$ cat src/rtl/mem_access_unit.sv
// EX/MEM memory access stage: passes ALU results to write-back and runs one
// lane-aligned data-memory transaction at a time, with alignment and timeout faults.
module mem_access_unit #(
  parameter int DATA_W  = 32,
  parameter int ADDR_W  = 32,
  parameter int TIMEOUT = 15
) (
  input  logic                clock,
  input  logic                reset,
  input  logic                ex_valid,
  input  logic [2:0]          ex_op,
  input  logic [DATA_W-1:0]   ex_result,
  input  logic [DATA_W-1:0]   ex_store_data,
  input  logic [4:0]          ex_dest,
  output logic                ex_ready,
  output logic                dm_req,
  output logic                dm_we,
  output logic [ADDR_W-1:0]   dm_addr,
  output logic [DATA_W-1:0]   dm_wdata,
  output logic [DATA_W/8-1:0] dm_be,
  input  logic                dm_ack,
  input  logic [DATA_W-1:0]   dm_rdata,
  output logic                wb_valid,
  output logic [DATA_W-1:0]   wb_data,
  output logic [4:0]          wb_dest,
  output logic                misaligned,
  output logic                bus_err
);

  localparam int NB     = DATA_W / 8;
  localparam int L      = $clog2(NB);
  localparam int CNT_W  = $clog2(TIMEOUT + 1);
  localparam int AW_EXT = (ADDR_W > DATA_W) ? ADDR_W : DATA_W;

  localparam logic [2:0] OP_ALU = 3'd0;
  localparam logic [2:0] OP_LW  = 3'd1;
  localparam logic [2:0] OP_LH  = 3'd2;
  localparam logic [2:0] OP_LHU = 3'd3;
  localparam logic [2:0] OP_LB  = 3'd4;
  localparam logic [2:0] OP_SW  = 3'd5;
  localparam logic [2:0] OP_SH  = 3'd6;
  localparam logic [2:0] OP_SB  = 3'd7;

  localparam logic [ADDR_W-1:0] LANE_MASK = ADDR_W'(NB - 1);
  localparam logic [CNT_W-1:0]  CNT_LAST  = CNT_W'(TIMEOUT - 1);

  typedef enum logic [0:0] {ST_IDLE = 1'b0, ST_WAIT = 1'b1} state_t;

  function automatic logic is_aligned(input logic [2:0] op, input logic [L-1:0] off);
    case (op)
      OP_LW, OP_SW:         is_aligned = (off == L'(0));
      OP_LH, OP_LHU, OP_SH: is_aligned = (off[0] == 1'b0);
      default:              is_aligned = 1'b1;
    endcase
  endfunction

  function automatic logic [NB-1:0] lane_be(input logic [2:0] op, input logic [L-1:0] off);
    case (op)
      OP_LW, OP_SW:         lane_be = {NB{1'b1}};
      OP_LH, OP_LHU, OP_SH: lane_be = NB'(2'b11) << off;
      default:              lane_be = NB'(1'b1) << off;
    endcase
  endfunction

  function automatic logic [DATA_W-1:0] store_lanes(input logic [2:0] op, input logic [DATA_W-1:0] data);
    case (op)
      OP_SB:   store_lanes = {NB{data[7:0]}};
      OP_SH:   store_lanes = {(NB/2){data[15:0]}};
      default: store_lanes = data;
    endcase
  endfunction

  function automatic logic [DATA_W-1:0] load_extract(input logic [2:0] op, input logic [L-1:0] off,
                                                     input logic [DATA_W-1:0] rdata);
    logic [DATA_W-1:0] sh;
    sh = rdata >> {off, 3'b000};
    case (op)
      OP_LB:   load_extract = {{(DATA_W-8){sh[7]}}, sh[7:0]};
      OP_LH:   load_extract = {{(DATA_W-16){sh[15]}}, sh[15:0]};
      OP_LHU:  load_extract = {{(DATA_W-16){1'b0}}, sh[15:0]};
      default: load_extract = sh;
    endcase
  endfunction

  state_t              state_r, state_nxt_s;
  logic [CNT_W-1:0]    cnt_r, cnt_nxt_s;
  logic [2:0]          op_r, op_nxt_s;
  logic [L-1:0]        off_r, off_nxt_s;
  logic [4:0]          dest_r, dest_nxt_s;

  logic                dm_req_nxt_s, dm_we_nxt_s;
  logic [ADDR_W-1:0]   dm_addr_nxt_s;
  logic [DATA_W-1:0]   dm_wdata_nxt_s;
  logic [NB-1:0]       dm_be_nxt_s;
  logic                wb_valid_nxt_s;
  logic [DATA_W-1:0]   wb_data_nxt_s;
  logic [4:0]          wb_dest_nxt_s;
  logic                misaligned_nxt_s, bus_err_nxt_s;

  logic [AW_EXT-1:0]   res_ext_s;
  logic [ADDR_W-1:0]   addr_s;
  logic [L-1:0]        off_s;
  logic                accept_s, is_mem_s, is_store_s, aligned_s, timeout_s;

  assign res_ext_s  = AW_EXT'(ex_result);
  assign addr_s     = res_ext_s[ADDR_W-1:0];
  assign off_s      = addr_s[L-1:0];
  assign ex_ready   = (state_r == ST_IDLE);
  assign accept_s   = ex_valid && ex_ready;
  assign is_mem_s   = (ex_op != OP_ALU);
  assign is_store_s = (ex_op >= OP_SW);
  assign aligned_s  = is_aligned(ex_op, off_s);
  // The last WAIT cycle is the one whose count would reach TIMEOUT; a same-cycle ack wins.
  assign timeout_s  = (state_r == ST_WAIT) && !dm_ack && (cnt_r == CNT_LAST);

  // State, counter, transaction context and registered outputs.
  always_ff @(posedge clock or posedge reset) begin
    if (reset) begin
      state_r    <= ST_IDLE;
      cnt_r      <= CNT_W'(0);
      op_r       <= 3'd0;
      off_r      <= L'(0);
      dest_r     <= 5'd0;
      dm_req     <= 1'b0;
      dm_we      <= 1'b0;
      dm_addr    <= ADDR_W'(0);
      dm_wdata   <= DATA_W'(0);
      dm_be      <= NB'(0);
      wb_valid   <= 1'b0;
      wb_data    <= DATA_W'(0);
      wb_dest    <= 5'd0;
      misaligned <= 1'b0;
      bus_err    <= 1'b0;
    end else begin
      state_r    <= state_nxt_s;
      cnt_r      <= cnt_nxt_s;
      op_r       <= op_nxt_s;
      off_r      <= off_nxt_s;
      dest_r     <= dest_nxt_s;
      dm_req     <= dm_req_nxt_s;
      dm_we      <= dm_we_nxt_s;
      dm_addr    <= dm_addr_nxt_s;
      dm_wdata   <= dm_wdata_nxt_s;
      dm_be      <= dm_be_nxt_s;
      wb_valid   <= wb_valid_nxt_s;
      wb_data    <= wb_data_nxt_s;
      wb_dest    <= wb_dest_nxt_s;
      misaligned <= misaligned_nxt_s;
      bus_err    <= bus_err_nxt_s;
    end
  end

  // Next-state and wait counter.
  always_comb begin
    state_nxt_s = state_r;
    cnt_nxt_s   = cnt_r;
    case (state_r)
      ST_IDLE: begin
        if (accept_s && is_mem_s && aligned_s) begin
          state_nxt_s = ST_WAIT;
          cnt_nxt_s   = CNT_W'(0);
        end else begin
          state_nxt_s = ST_IDLE;
        end
      end
      ST_WAIT: begin
        if (dm_ack || timeout_s) begin
          state_nxt_s = ST_IDLE;
          cnt_nxt_s   = CNT_W'(0);
        end else begin
          cnt_nxt_s   = cnt_r + CNT_W'(1);
        end
      end
      default: begin
        state_nxt_s = ST_IDLE;
        cnt_nxt_s   = CNT_W'(0);
      end
    endcase
  end

  // Next values of outputs and captured load context; non-pulse outputs hold by default.
  always_comb begin
    op_nxt_s         = op_r;
    off_nxt_s        = off_r;
    dest_nxt_s       = dest_r;
    dm_req_nxt_s     = dm_req;
    dm_we_nxt_s      = dm_we;
    dm_addr_nxt_s    = dm_addr;
    dm_wdata_nxt_s   = dm_wdata;
    dm_be_nxt_s      = dm_be;
    wb_valid_nxt_s   = 1'b0;
    wb_data_nxt_s    = wb_data;
    wb_dest_nxt_s    = wb_dest;
    misaligned_nxt_s = 1'b0;
    bus_err_nxt_s    = 1'b0;
    case (state_r)
      ST_IDLE: begin
        if (accept_s && !is_mem_s) begin
          wb_valid_nxt_s = 1'b1;
          wb_data_nxt_s  = ex_result;
          wb_dest_nxt_s  = ex_dest;
        end else if (accept_s && !aligned_s) begin
          misaligned_nxt_s = 1'b1;
        end else if (accept_s) begin
          dm_req_nxt_s   = 1'b1;
          dm_we_nxt_s    = is_store_s;
          dm_addr_nxt_s  = addr_s & ~LANE_MASK;
          dm_be_nxt_s    = lane_be(ex_op, off_s);
          dm_wdata_nxt_s = store_lanes(ex_op, ex_store_data);
          op_nxt_s       = ex_op;
          off_nxt_s      = off_s;
          dest_nxt_s     = ex_dest;
        end else begin
          dm_req_nxt_s   = 1'b0;
        end
      end
      ST_WAIT: begin
        if (dm_ack) begin
          dm_req_nxt_s = 1'b0;
          if (op_r < OP_SW) begin
            wb_valid_nxt_s = 1'b1;
            wb_data_nxt_s  = load_extract(op_r, off_r, dm_rdata);
            wb_dest_nxt_s  = dest_r;
          end else begin
            wb_valid_nxt_s = 1'b0;
          end
        end else if (timeout_s) begin
          dm_req_nxt_s  = 1'b0;
          bus_err_nxt_s = 1'b1;
        end else begin
          dm_req_nxt_s  = 1'b1;
        end
      end
      default: begin
        dm_req_nxt_s = 1'b0;
      end
    endcase
  end

endmodule
$ cat config.mk
export PLATFORM = sky130hd
export DESIGN_NAME = mem_access_unit
export DESIGN_NICKNAME = d
export VERILOG_FILES = /design/src/rtl/mem_access_unit.sv
export SDC_FILE = /design/constraint.sdc
export NUM_CORES = 1
export LEC_CHECK = 0
export CAP_MARGIN = 10
export CELL_PAD_IN_SITES_DETAIL_PLACEMENT = 1
export CELL_PAD_IN_SITES_GLOBAL_PLACEMENT = 1
export CORE_UTILIZATION = 35
export CTS_BUF_LIST = sky130_fd_sc_hd__clkbuf_8
export CTS_CLUSTER_SIZE = 14
export DETAILED_ROUTE_END_ITERATION = 12
export HOLD_SLACK_MARGIN = 0.06
export PLACE_DENSITY = 0.87
export SKIP_LAST_GASP = 1
export SLEW_MARGIN = 15
export SYNTH_ARGS = -nofsm -noshare
export SYNTH_HDL_FRONTEND = slang
export SYNTH_SLANG_ARGS = --single-unit
$ cat constraint.sdc
create_clock -name clock -period 5.8 [get_ports clock]
set_input_delay 1.16 -clock clock [delete_from_list [all_inputs] [get_ports clock]]
set_output_delay 1.16 -clock clock [all_outputs]
set_load 0.1 [all_outputs]
== After elaboration in Yosys (flattened, before gate mapping) ==
Cells that the tools add are included.
Storage, ports and cells
  flip-flop bits (word level): 123
  input bits: 108
  output and inout bits: 111
  word-level logic and storage cells: 93
Cells by class
  add/subtract/negate cells: 1
  order comparisons: 2
  equal/unequal tests: 16
  shift-type cells: 3
  mux-type cells: 34
  bitwise logic cells: 4
  reductions and logical operators: 18
Operator list (count)
  $pmux 32 s2: 2
  $mux 32: 3
  $pmux 32 s3: 1
  $shr 32x5->32: 1
  $mux 1: 16
  $pmux 4 s2: 2
  $mux 5: 3
  $eq 3x2->1 const B: 4
  $eq 3x3->1 const B: 4
  $pmux 5 s2: 1
  $mux 4: 2
  $pmux 1 s2: 4
  $logic_and 1x1->1: 7
  $ne 2x1->1 const B: 3
  $ne 2x2->1 const B: 3
  $add 4x1->4 const B: 1
  $eq 4x4->1 const B: 1
  $not 1->1: 4
  $reduce_and 4->1: 1
  $shl 1x2->4 const A: 1
  $shl 2x2->4 const A: 1
  $eq 3x1->1 const B: 1
  $ge 3x3->1 const B: 1
  $logic_not 1->1: 3
  other kinds (8): 8

== Longest topological paths before layout ==
  word-level depth: 8
  depth in mapped cells: 8
  gate-level depth less buffers: 6

== Worst setup path after synthesis ==
OpenSTA, ideal clock, no wires.
  kind: input-to-reg
  from: input ex_op[0]
  to: register dm_addr[24]
  library setup time: 0.126 ns
  data arrival time: 2.557 ns
  slack: 3.117 ns
  cell stages on the path: 6
  path buffers: 2
  path through: clkbuf_1 -> a21bo_2 -> a211o_1 -> nand2_2 -> buf_2 -> mux2_2
Between the ends
  word-level cells in the longest chain between the ends: 7
  elaborated cells between the ends (all ways): 16
  those cells by class: 5 x eq/ne; 1 x mux; 2 x bitwise; 8 x reduce/logical
Ends and longest elaborated chain
  start, declared: line 11  | input logic [2:0] ex_op,
  $eq 3x3->1, or another cell as far along: line 50  | case (op)
  $reduce_or 3->1 or $reduce_or 2->1 (tied branches): line 50
  $pmux 1 s2: line 50
  $logic_not 1->1: line 202  | end else if (accept_s && !aligned_s) begin
  $logic_and 1x1->1: line 202
  $not 1->1 (no source line)
  $reduce_and 4->1 (no source line) (*)
  end signal, assigned: line 142  | dm_addr <= dm_addr_nxt_s;
  end, declared: line 18  | output logic [ADDR_W-1:0] dm_addr,
Mark *: on every way between the ends. The rest lies on a longest branch, timed or not.
A chain may end at the register's enable or synchronous reset.

== Worst setup path in the final report ==
  from: input ex_op[0]
  to: register dm_addr[3]
The elaborated chain is that of the path after synthesis.

==> flow_metrics.py <==
metrics = {
    "run_status": {
        "status": "finished clean",
    },
    "place": {
        "gp_congestion": 0.862,
        "port_buffers": 216,
        "place_hpwl_um": 15300,
    },
    "pwr": {
        "peakVddDrop_mv": 0.378,
        "p_per_area_mw_per_mm2": 642,
        "p_leak_nw": 3.69,
    },
    "finish": {
        "antenna_cells": 0,
        "nets": 852,
        "syn2layout_area_growth_pct": 46.5,
        "fin_util": 0.527,
        "drive_above_1_share": 0.160,
    },
    "timing": {
        "setup-violations-final": 0,
        "period_share": 0.650,
        "rsz0062_at_grt": "no",
        "final_hold_viol_count": 0,
        "skew_ns": 0.00978,
        "fin_crit_ns": 3.77,
        "slew_headroom": 0.263,
        "drv_slew": 0,
        "setup-tns-final_ns": 0,
        "fmax_mhz": 265,
        "worst_pin_slew_ns": 1.11,
    },
    "detailed_routing": {
        "dr_total_vias": 5187,
        "wirelength_um": 20600,
        "dr.pass1.iters": 4,
        "drtIter0Drc": 251,
        "ant_nets": 0,
        "wire_per_inst_um": 21.2,
        "drc_errors": 0,
        "via_per_inst": 5.32,
    },
    "setup_path": {
        "cp_max_fo": 35,
        "max_stage_delay_ns": 0.97,
        "worstSetupStartpointType": "input pin",
        "arrival_ns": 4.09,
        "cp_slowest_cell": "clkdlybuf4s50_1",
        "cp_cell_sequence": "clkdlybuf4s50_1 -> a21bo_2 -> a211oi_1 -> nor2_4 -> buf_4 -> mux2_2",
        "r2r_slack_ns": 2.86,
        "worstSetupPathType": "in -> reg",
        "crit_required_ns": 6.12,
        "cp-end-kind": "register",
    },
    "global_route": {
        "grt_max_degree": 66,
        "gr-total-overflow": 0,
        "grt_pass1_vias": 5896,
        "grt_first_pass_wirelength_um": 33100,
        "antenna_found_initial": 0,
        "groute.usage.overall": 0.246,
    },
    "run": {
        "maxCapViolCount": 0,
    },
    "synth": {
        "synth.most_common_cell": "dfrtp_1",
        "synth_top_family_by_area": "multiplexers",
        "synthTopCellsByArea": "dfrtp_1 51%, mux2_2 12%, mux2i_1 10%",
        "synthArstFlopShare": 1.00,
        "ys.flop_type": "dfrtp_1",
        "synth-simple-area-share": 0.0737,
        "yosysSeqAreaShare": 0.512,
        "synth_xor_area_frac": 0,
        "synth-compound-area-share": 0.144,
        "avgSynthCellArea_um2": 11.1,
        "synthAdderAreaFrac": 0.00416,
        "ys_types": 40,
        "yosysWarningCount": 0,
        "ys_ff_latch": 123,
        "synth.area.mux_share": 0.225,
        "synth_edf_count": 0,
        "synth_area_mm2": 0.00601,
        "synth_cells": 540,
        "synthTopCellsByCount": "123 x dfrtp_1, 62 x mux2_2, 61 x mux2i_1, 57 x a21oi_1, 47 x o21ai_0",
        "synth_top_area_share": 0.512,
        "synth_top_cell_by_area": "dfrtp_1",
    },
    "cts": {
        "cts_max_level": 4,
        "cts_resized": 0,
        "numCtsBuffers": 17,
        "clk_pin_slew_ns": 0.08,
        "cts.sinks": 123,
        "clock-root-buffer": "clkbuf_8",
        "cts_tree": "yes",
        "post_cts_buffers": 0,
        "clock_latency_ns": 0.44,
        "cts_hold_buf": 0,
        "clockBufferDepth": 2,
    },
    "floorplan": {
        "die_x_um": 133,
        "fp-row-count": 47,
        "pin_count": 219,
        "core_mm2": 0.0167,
        "die_h_um": 133,
        "start_util": 0.360,
        "die_area_mm2": 0.0177,
    },
    "hold_path": {
        "hp-class": "reg -> reg",
    },
}
[state kept, by name, summed over array words and instances (netlist names), 3 cells and up]
| signal | cells |
|---|---|
| dm_be | 4 |
| dm_wdata | 32 |
| cnt_r | 4 |
| op_r | 3 |
| dm_addr | 30 |
| wb_data | 32 |
| dest_r | 5 |
| wb_dest | 5 |
[per-stage QoR]
step                power [mW]  hold WS, ns  setup WS (ns)  std cells  cell area (µm²)
floorplan                 3.87        0.449           1.37        541             6020
global placement          4.67        0.466           1.69        943             8320
detailed placement        4.75        0.478           1.54        943             8320
CTS                       5.70        0.497           2.04        975             8800
global route              5.87        0.522           1.87        975             8810
finish                    5.66        0.492           2.03        975             8810
[kinds of logic after synthesis]
kind of cell / Yosys count
muxes: 127
other: 1
DFF: 123
adders and majority gates: 2
buffers and inverters: 50
AOI/OAI and AO/OA: 139
and+or+nand+nor: 98
[worst max-delay path: cells and delay by family]
| kind | cells | cell delay (ns) |
|---|---|---|
| buf+inv | 2 | 1.37 |
| simple gates | 1 | 0.77 |
| compound gates | 2 | 0.40 |
| mux | 1 | 0.38 |
[layout make-up]
cell class,instances,area [µm²]
tap,220,275
timing repair buffer,223,2210
sequential,123,3080
inverter,9,36.3
fill,1777,7890
multi-input combinational,368,2730
clock buffer,17,234
clock inverter,15,244
[power by group]
| group | leakage [nW] | switching (mW) | internal, mW |
|---|---|---|---|
| clock network | 0.232 | 0.370 | 0.555 |
| logic | 2.00 | 2.55 | 0.803 |
| registers | 1.46 | 0.227 | 1.15 |
| total | 3.69 | 3.15 | 2.51 |
[metal layers]
layer	track usage	vias to the layer above	wire length [µm]
met5	0	-	0
met4	0.0894	0	410
met3	0.0805	27	1550
met2	0.419	198	10400
met1	0.288	2617	8320
li1	-	2345	-
[worst paths after layout]
kind / startpoint / end / cells after the start
setup / recovery: ex_op[0] / dm_addr[3] / 6
hold / removal: dm_addr[22] / dm_addr[22] / 1
setup reg to reg: state_r / dm_addr[3] / 6
hold reg to reg: dm_addr[22] / dm_addr[22] / 1
max in group asynchronous: reset / dm_wdata[3] / 3
min in group asynchronous: reset / wb_data[3] / 2
[placed cells by master (no fill, tap or decap), drive strengths merged, types with 2 or more instances in the layout]
cell,n
dfrtp,123
buf,7
o21ai,47
a211oi,17
nor4,2
clkinvlp,3
a31oi,3
o2bb2ai,8
inv,11
nor3,19
clkinv,4
bufinv,6
mux2,66
mux2i,61
nand3,4
nor2,26
nand2,34
clkbuf,17
nand2b,4
ha,2
nor2b,5
a21oi,57
clkdlybuf4s50,216
conb,2
Note: power is estimated with default switching activity, not from simulation.
